$ cat src/rtl/axi_lite_arbiter.sv
// Round-robin arbiter sharing one AXI4-Lite master port among NUM_REQ
// command/response clients, with one transaction outstanding at a time.
module axi_lite_arbiter #(
  parameter int NUM_REQ = 2,
  parameter int ADDR_W  = 32,
  parameter int DATA_W  = 32
) (
  input  logic                         aclk,
  input  logic                         areset_n,
  input  logic [NUM_REQ-1:0]           req_valid,
  input  logic [NUM_REQ-1:0]           req_write,
  input  logic [NUM_REQ*ADDR_W-1:0]    req_addr,
  input  logic [NUM_REQ*DATA_W-1:0]    req_wdata,
  input  logic [NUM_REQ*(DATA_W/8)-1:0] req_wstrb,
  output logic [NUM_REQ-1:0]           req_ready,
  output logic [NUM_REQ-1:0]           rsp_valid,
  output logic [DATA_W-1:0]            rsp_rdata,
  output logic [1:0]                   rsp_resp,
  output logic [ADDR_W-1:0]            awaddr,
  output logic                         awvalid,
  input  logic                         awready,
  output logic [DATA_W-1:0]            wdata,
  output logic [DATA_W/8-1:0]          wstrb,
  output logic                         wvalid,
  input  logic                         wready,
  input  logic [1:0]                   bresp,
  input  logic                         bvalid,
  output logic                         bready,
  output logic [ADDR_W-1:0]            araddr,
  output logic                         arvalid,
  input  logic                         arready,
  input  logic [DATA_W-1:0]            rdata,
  input  logic [1:0]                   rresp,
  input  logic                         rvalid,
  output logic                         rready
);

  localparam int          IDX_W  = (NUM_REQ > 1) ? $clog2(NUM_REQ) : 1;
  localparam int          STRB_W = DATA_W / 8;
  localparam int unsigned NREQ_U = NUM_REQ;

  typedef enum logic [2:0] {
    IDLE,
    RADDR,
    RDATA,
    WRITE,
    WRESP,
    RSP
  } state_t;

  state_t              state_q, state_d;
  logic [IDX_W-1:0]    last_q, last_d;
  logic [IDX_W-1:0]    gnt_id_q, gnt_id_d;
  logic [ADDR_W-1:0]   addr_q, addr_d;
  logic [DATA_W-1:0]   wdata_q, wdata_d;
  logic [STRB_W-1:0]   wstrb_q, wstrb_d;
  logic                aw_done_q, aw_done_d;
  logic                w_done_q, w_done_d;
  logic [DATA_W-1:0]   rdata_q, rdata_d;
  logic [1:0]          resp_q, resp_d;

  logic                grant_found;
  logic [IDX_W-1:0]    grant_idx;
  logic                grant_en;
  int unsigned         cand;
  logic [ADDR_W-1:0]   sel_addr;
  logic [DATA_W-1:0]   sel_wdata;
  logic [STRB_W-1:0]   sel_wstrb;
  logic                sel_write;

  // Search starts one past the last winner and wraps, giving round-robin order.
  always_comb begin
    grant_found = 1'b0;
    grant_idx   = '0;
    cand        = '0;
    for (int unsigned off = 1; off <= NREQ_U; off++) begin
      cand = {{(32-IDX_W){1'b0}}, last_q} + off;
      if (cand >= NREQ_U) cand = cand - NREQ_U;
      if (!grant_found && req_valid[cand[IDX_W-1:0]]) begin
        grant_found = 1'b1;
        grant_idx   = cand[IDX_W-1:0];
      end
    end
  end

  // Accept pulses are suppressed while reset is held so none escape unregistered.
  assign grant_en = (state_q == IDLE) && areset_n;

  always_comb begin
    sel_addr  = '0;
    sel_wdata = '0;
    sel_wstrb = '0;
    sel_write = 1'b0;
    for (int unsigned i = 0; i < NREQ_U; i++) begin
      if (grant_idx == IDX_W'(i)) begin
        sel_addr  = req_addr[i*ADDR_W +: ADDR_W];
        sel_wdata = req_wdata[i*DATA_W +: DATA_W];
        sel_wstrb = req_wstrb[i*STRB_W +: STRB_W];
        sel_write = req_write[i];
      end
    end
  end

  always_comb begin
    state_d   = state_q;
    last_d    = last_q;
    gnt_id_d  = gnt_id_q;
    addr_d    = addr_q;
    wdata_d   = wdata_q;
    wstrb_d   = wstrb_q;
    aw_done_d = aw_done_q;
    w_done_d  = w_done_q;
    rdata_d   = rdata_q;
    resp_d    = resp_q;
    case (state_q)
      IDLE: begin
        if (grant_found) begin
          gnt_id_d  = grant_idx;
          last_d    = grant_idx;
          addr_d    = sel_addr;
          wdata_d   = sel_wdata;
          wstrb_d   = sel_wstrb;
          aw_done_d = 1'b0;
          w_done_d  = 1'b0;
          state_d   = sel_write ? WRITE : RADDR;
        end
      end
      RADDR: begin
        if (arready) state_d = RDATA;
      end
      RDATA: begin
        if (rvalid) begin
          rdata_d = rdata;
          resp_d  = rresp;
          state_d = RSP;
        end
      end
      WRITE: begin
        // AW and W complete independently; advance once both have handshaken.
        aw_done_d = aw_done_q | awready;
        w_done_d  = w_done_q | wready;
        if (aw_done_d && w_done_d) state_d = WRESP;
      end
      WRESP: begin
        if (bvalid) begin
          rdata_d = '0;
          resp_d  = bresp;
          state_d = RSP;
        end
      end
      RSP:     state_d = IDLE;
      default: state_d = IDLE;
    endcase
  end

  always_ff @(posedge aclk or negedge areset_n) begin
    if (!areset_n) begin
      state_q   <= IDLE;
      last_q    <= IDX_W'(NREQ_U - 1);
      gnt_id_q  <= '0;
      addr_q    <= '0;
      wdata_q   <= '0;
      wstrb_q   <= '0;
      aw_done_q <= 1'b0;
      w_done_q  <= 1'b0;
      rdata_q   <= '0;
      resp_q    <= '0;
    end else begin
      state_q   <= state_d;
      last_q    <= last_d;
      gnt_id_q  <= gnt_id_d;
      addr_q    <= addr_d;
      wdata_q   <= wdata_d;
      wstrb_q   <= wstrb_d;
      aw_done_q <= aw_done_d;
      w_done_q  <= w_done_d;
      rdata_q   <= rdata_d;
      resp_q    <= resp_d;
    end
  end

  always_comb begin
    arvalid   = (state_q == RADDR);
    araddr    = arvalid ? addr_q : '0;
    rready    = (state_q == RDATA);
    awvalid   = (state_q == WRITE) && !aw_done_q;
    awaddr    = awvalid ? addr_q : '0;
    wvalid    = (state_q == WRITE) && !w_done_q;
    wdata     = wvalid ? wdata_q : '0;
    wstrb     = wvalid ? wstrb_q : '0;
    bready    = (state_q == WRESP);
    rsp_rdata = rdata_q;
    rsp_resp  = resp_q;
    req_ready = '0;
    rsp_valid = '0;
    for (int unsigned i = 0; i < NREQ_U; i++) begin
      req_ready[i] = grant_en && grant_found && (grant_idx == IDX_W'(i));
      rsp_valid[i] = (state_q == RSP) && (gnt_id_q == IDX_W'(i));
    end
  end

endmodule

$ cat config.mk
export PLATFORM = sky130hd
export DESIGN_NAME = axi_lite_arbiter
export DESIGN_NICKNAME = d
export VERILOG_FILES = /design/src/rtl/axi_lite_arbiter.sv
export SDC_FILE = /design/constraint.sdc
export NUM_CORES = 1
export LEC_CHECK = 0
export ABC_AREA = 0
export CORE_AREA = 2 2 126 128
export CTS_BUF_LIST = sky130_fd_sc_hd__clkbuf_16
export CTS_CLUSTER_DIAMETER = 150
export DETAILED_ROUTE_END_ITERATION = 16
export DIE_AREA = 0 0 128 130
export GPL_TIMING_DRIVEN = 0
export PLACE_DENSITY = 0.78
export SLEW_MARGIN = 20
export SYNTH_ARGS = -nofsm -noshare
export SYNTH_HDL_FRONTEND = slang
export SYNTH_SLANG_ARGS = --single-unit
$ cat constraint.sdc
create_clock -name aclk -period 3.6 [get_ports aclk]
set_clock_uncertainty 0.05 [all_clocks]
set_input_delay 0.72 -clock aclk [delete_from_list [all_inputs] [get_ports aclk]]
set_output_delay 0.72 -clock aclk [all_outputs]
set_load 0.005 [all_outputs]
## Word-level counts from Yosys, hierarchy flattened

Index checks and enable logic that the tools add are counted.

- Add/sub/neg operators: 4
- Magnitude comparators: 4
- Equality and inequality tests: 10
- Mux-type cells: 34
- Bitwise gates (word level): 4
- Reductions and logical operators: 20

Operators with widths:

| cell | number |
|---|---|
| 2-to-1 mux 32 bit | 7 |
| case mux 32 bit (2 select lines) | 1 |
| 2-to-1 mux 3 bit | 5 |
| case mux 3 bit (5 select lines) | 1 |
| 2-to-1 mux 1 bit | 12 |
| logical AND 1 bit | 10 |
| 2-to-1 mux 4 bit | 2 |
| != test 2 bit (second input constant) | 4 |
| equality test 3 x 2 -> 1 bit (second input constant) | 2 |
| equality test 3 bit (second input constant) | 2 |
| 2-to-1 mux 2 bit | 3 |
| AND reduction 5 bit | 1 |
| less-than comparator 1 x 2 -> 1 bit (second input constant) | 2 |
| case mux 1 bit (2 select lines) | 2 |
| case mux 2 bit (2 select lines) | 1 |
| AND reduction 2 bit | 2 |
| nonzero test 2 bit | 2 |
| adder 1 x 2 -> 3 bit (second input constant) | 1 |
| equality test 3 x 1 -> 1 bit (second input constant) | 1 |
| greater-or-equal comparator 3 x 2 -> 1 bit (second input constant) | 1 |
| logical NOT 1 bit | 3 |
| logical NOT 3 bit | 1 |
| AND reduction 3 bit | 1 |
| adder 1 x 1 -> 2 bit (second input constant) | 1 |
| other kinds (5) | 8 |

- Flip-flop bits (word level): 109
- Bits of input ports: 183
- Output and inout port bits: 143
- Word-level logic and storage cells: 86

## Logic depth before layout (Yosys ltp)

Gate-level depths: netlist of the first run.

- Depth in word-level cells: 13
- Gate-level depth with buffers: 8
- Gate-level depth less buffers: 6

## Worst setup path after synthesis of the first run

Ideal clock, no wire load.

- Path type: input port to output port
- From: input port req_valid[1]
- To: output port req_ready[0]
- Arrival: 1.493 ns
- Required time: 2.830 ns
- Path slack: 1.337 ns
- Stages: 4
- Buffers on the path: 2
- Cells stage by stage: a21boi_0 -> buf_2 -> buf_2 -> and3b_1

- Cells in the longest elaborated chain, start to end: 8
- Elaborated cells on any way between the ends: 13
- Classes of those cells: mux: 8; bitwise: 1; reduce/logical: 4

Ends and longest elaborated chain:

| element | line | RTL |
|---|---|---|
| start: declaration | 10 | `input logic [NUM_REQ-1:0] req_valid,` |
| 2-to-1 mux 1 bit (not written as such) (2 in a row) | 79 | `if (!grant_found && req_valid[cand[IDX_W-1:0]]) begin` |
| 2-to-1 mux 1 bit | 79 |  |
| logical NOT 1 bit | 79 |  |
| logical AND 1 bit | 79 |  |
| 2-to-1 mux 1 bit | 79 |  |
| logical AND 1 bit or inverter 1 bit (tied branches) | 197 | `req_ready[i] = grant_en && grant_found && (grant_idx == IDX_W'(i));` |
| logical AND 1 bit * | 197 |  |
| end: declaration | 15 | `output logic [NUM_REQ-1:0] req_ready,` |

Mark *: on every way between the ends. The rest lies on a longest branch, timed or not. The select of a mux whose other input is x is not followed.

## Worst setup path after layout of the first run

- From: input port req_valid[1]
- To: output port req_ready[1]

- Cells in the longest elaborated chain, start to end: 8
- Elaborated cells on any way between the ends: 12
- Classes of those cells: mux: 8; reduce/logical: 4

Ends and longest elaborated chain:

| element | line |
|---|---|
| 2-to-1 mux 1 bit (not written as such) (2 in a row) | 79 |
| 2-to-1 mux 1 bit | 79 |
| logical NOT 1 bit | 79 |
| logical AND 1 bit | 79 |
| 2-to-1 mux 1 bit | 79 |
| logical AND 1 bit | 197 |
| logical AND 1 bit * | 197 |

Marks and branches as above.

==> results.md, run 1 <==
- Hold Path Class: in -> async
- Final Instance Count excl. Fillers: between 1000 and 1500
- Routed vias: roughly 5200
- Detail Route Antenna Nets: 0
- Max_cap viols: 0
- # diodes: 0
- GRT Util Overall: approximately a fifth
- Crit-path most repeated cell: clkdlybuf4s50_1
- Yosys cell types: 38
- Synth warn: 0
- PD cells: between 700 and 800 nW/um2
- Crit start category: input pin
- Worst Path Required: 2.83 ns
- VDD IR-drop max: about 0.36 mV
- WL/cell: ~17 um
- Via density: just under 5
- Synthesis-stage register bit count: between 100 and 150
- CP Capture Type: output pin
- EDFF count, synth: 0
- Max-slew violation count: 0
- 1st-iter DRT viols: between 100 and 150
- # DRC: 0
- Chip Height: approximately 130 um
- Synth Cell Area: between 5000 and 6000 um2
- IO Port Bufs: 325
- CP arrival: between 2 and 3 ns
- Area delta synth->final: 70.1%
- Htree depth: 3
- Largest stage delay, worst path: roughly 0.53 ns
- GRT Residual Overflow: 0
- Skew-Pair Late Insertion Delay: approximately 0.35 ns
- Final setup TNS: 0 ns
- Drt total wl: around 18 mm
- Cell Chain, Critical Path: clkdlybuf4s50_1 > a21boi_0 > clkbuf_4 > buf_4 > and3_1 > clkdlybuf4s50_1
- Routability Congestion: 0.814
- I/O pins: ~330
- Root buf cell: clkbuf_16
- Core Region: ~15000 um2
- Final setup fails: 0
- Cells after synthesis: about 540
- CTS tree: built
- Fin crit period: around 3.5 ns
- Slowest cell on crit path: clkdlybuf4s50_1
- R2r setup slk: around 1.7 ns
- Unrepaired setup endpoints after global routing: false
- Std cell rows: 46
- CTS Buf Count: 9
- Die area: roughly 17000 um2
- Post-synth ARST share: 100%
- Worst-margin pin slew: around 0.52 ns
- Status: finished clean
- Fin worst setup slack: approximately 0.14 ns
- Clk buf depth: 2
- Starting Density: approximately 36%
- Largest net degree at the start of global routing: between 50 and 60
- Placed insts: 1055
- Rel. slew slack: about two thirds
- NumNets Final: 1057
- Pre-antenna DRT Iters: 4
- Final hold vios: 0
- Pleak: around 4 nW
- DP HPWL: 14.2 mm
- CTS Sinks: 109
- Fill cells: about 1400
- Post-CTS setup buffers: 0
- Initial antenna violation count: 1
- Seq/Total Area, Yosys: between 40 and 50%
- Setup WS pre-CTS: -0.0394 ns
- Number of global-route vias before repair: 5172
- Fmax: 289 MHz
- Reg clk slew, reported paths: about 0.07 ns
- Share of cells above drive strength 1: under 10%
- Critical Path Fanout Max: 10
- Synth Flop Type: dfrtp_1
- Avg Inst Size Synth: between 10 and 15 um2
- Die width: about 130 um
- Syn Nets: between 700 and 800
- Critical path class: in -> out
- First-pass GRT wire length: approximately 27 mm
- Period utilization: 96.0%
==> cells in the mapped netlist (all sizes together), types with 2 or more instances <==
master / number / area [um2]
and2: 100 / 626
nor2: 75 / 284
clkbuf: 10 / 41.3
inv: 2 / 7.51
a21oi: 73 / 377
mux2i: 70 / 701
dfrtp: 108 / 2700
nor3: 2 / 15.0
nand2: 5 / 18.8
and3b: 2 / 17.5
nand2b: 3 / 18.8
o21ai: 5 / 25.0
buf: 33 / 225
a22o: 32 / 280
==> worst paths after layout <==
| path | start | endpoint | depth (start not counted) |
|---|---|---|---|
| worst max-delay path | req_valid[1] | req_ready[1] | 6 |
| worst min-delay path | areset_n | addr_q[3] | 1 |
| worst max register to register | state_q[2] | addr_q[21] | 7 |
| worst min register to register | rsp_resp[1] | rsp_resp[1] | 2 |
| max in group asynchronous | areset_n | last_q | 2 |
| min in group aclk | rsp_resp[1] | rsp_resp[1] | 2 |
==> final cells by class <==
cell class                 instances  area, um2  area share (%)
sequential                       109       2730            29.2
clock inverter                     7        105            1.12
clock buffer                       9        225            2.41
multi-input combinational        383       2500            26.7
tap                              192        240            2.57
buffer                            43        272            2.90
timing repair buffer             326       3280            35.1
inverter                           2       7.51          0.0802
==> cells by family after synthesis <==
| group | synth area share, % |
|---|---|
| buffers and inverters | 4.98 |
| AND/OR/NAND/NOR | 19.0 |
| multiplexers | 12.9 |
| flip-flops | 49.6 |
| AO/OA/AOI/OAI | 13.5 |
==> stage by stage <==
stage | instance area [um2] | utilization, % | hold slack [ns] | power, W
floorplan | 5500 | - | 0.374 | 0.00377
CTS | 9360 | 60.7 | 0.276 | 0.00679
global route | 9360 | 60.7 | 0.297 | 0.00719
global placement | 8990 | 58.3 | 0.419 | 0.00557
detailed placement | 9020 | 58.5 | 0.434 | 0.00565
finish | 9360 | 60.7 | 0.264 | 0.00670
==> cells in the final DEF (no fill, tap or decap), types with 5 or more instances in the layout <==
cell type,count
a21oi_1,72
a22o_1,32
and2_1,100
buf_2,19
buf_4,5
buf_6,9
clkbuf_1,9
clkbuf_16,9
clkdlybuf4s50_1,324
dfrtp_1,108
mux2i_1,70
nand2_1,5
nor2_1,74
==> critical path, delay by kind of cell <==
kind,cells,cell delay [ns]
compound gates,1,0.19
buf+inv,4,1.58
simple gates,1,0.19
==> registers in the layout, summed over array words and instances, names as in the netlist <==
name / cells
addr_q: 32
aw_done_q: 1
gnt_id_q: 1
last_q: 1
rsp_rdata: 32
rsp_resp: 2
state_q: 3
w_done_q: 1
wdata_q: 32
wstrb_q: 4
==> report_power, final <==
part / internal (W) / switching, W
registers: 0.00184 / 0.000341
clock network: 0.000623 / 0.000484
logic: 0.00198 / 0.00144
total: 0.00444 / 0.00226
==> layer usage <==
metal	up-vias	part of all wire [%]	track usage (%)
met5	-	0.061	0
met4	2	2.0	7.76
met3	24	7.5	6.07
met2	203	50	38.1
met1	2434	40	24.1
li1	2506	-	-
==> timing repair <==
item,in CTS,in global routing
cloned,0,0
gates resized for setup,1,1
hold buffers,0,0
pin swaps,0,0
setup endpoints to repair,2,1
Power figures use the tool's default switching activity.
==> inputs of run 2 (changes only) <==
--- a/config.mk
+++ b/config.mk
@@ -11,6 +11,7 @@
 export CTS_CLUSTER_DIAMETER = 150
 export DETAILED_ROUTE_END_ITERATION = 16
 export DIE_AREA = 0 0 128 130
+export GPL_ROUTABILITY_DRIVEN = 1
 export GPL_TIMING_DRIVEN = 0
 export PLACE_DENSITY = 0.78
 export SLEW_MARGIN = 20
==> results of run 2 <==
The final DEF is identical to that of run 1; final timing and power are the same.
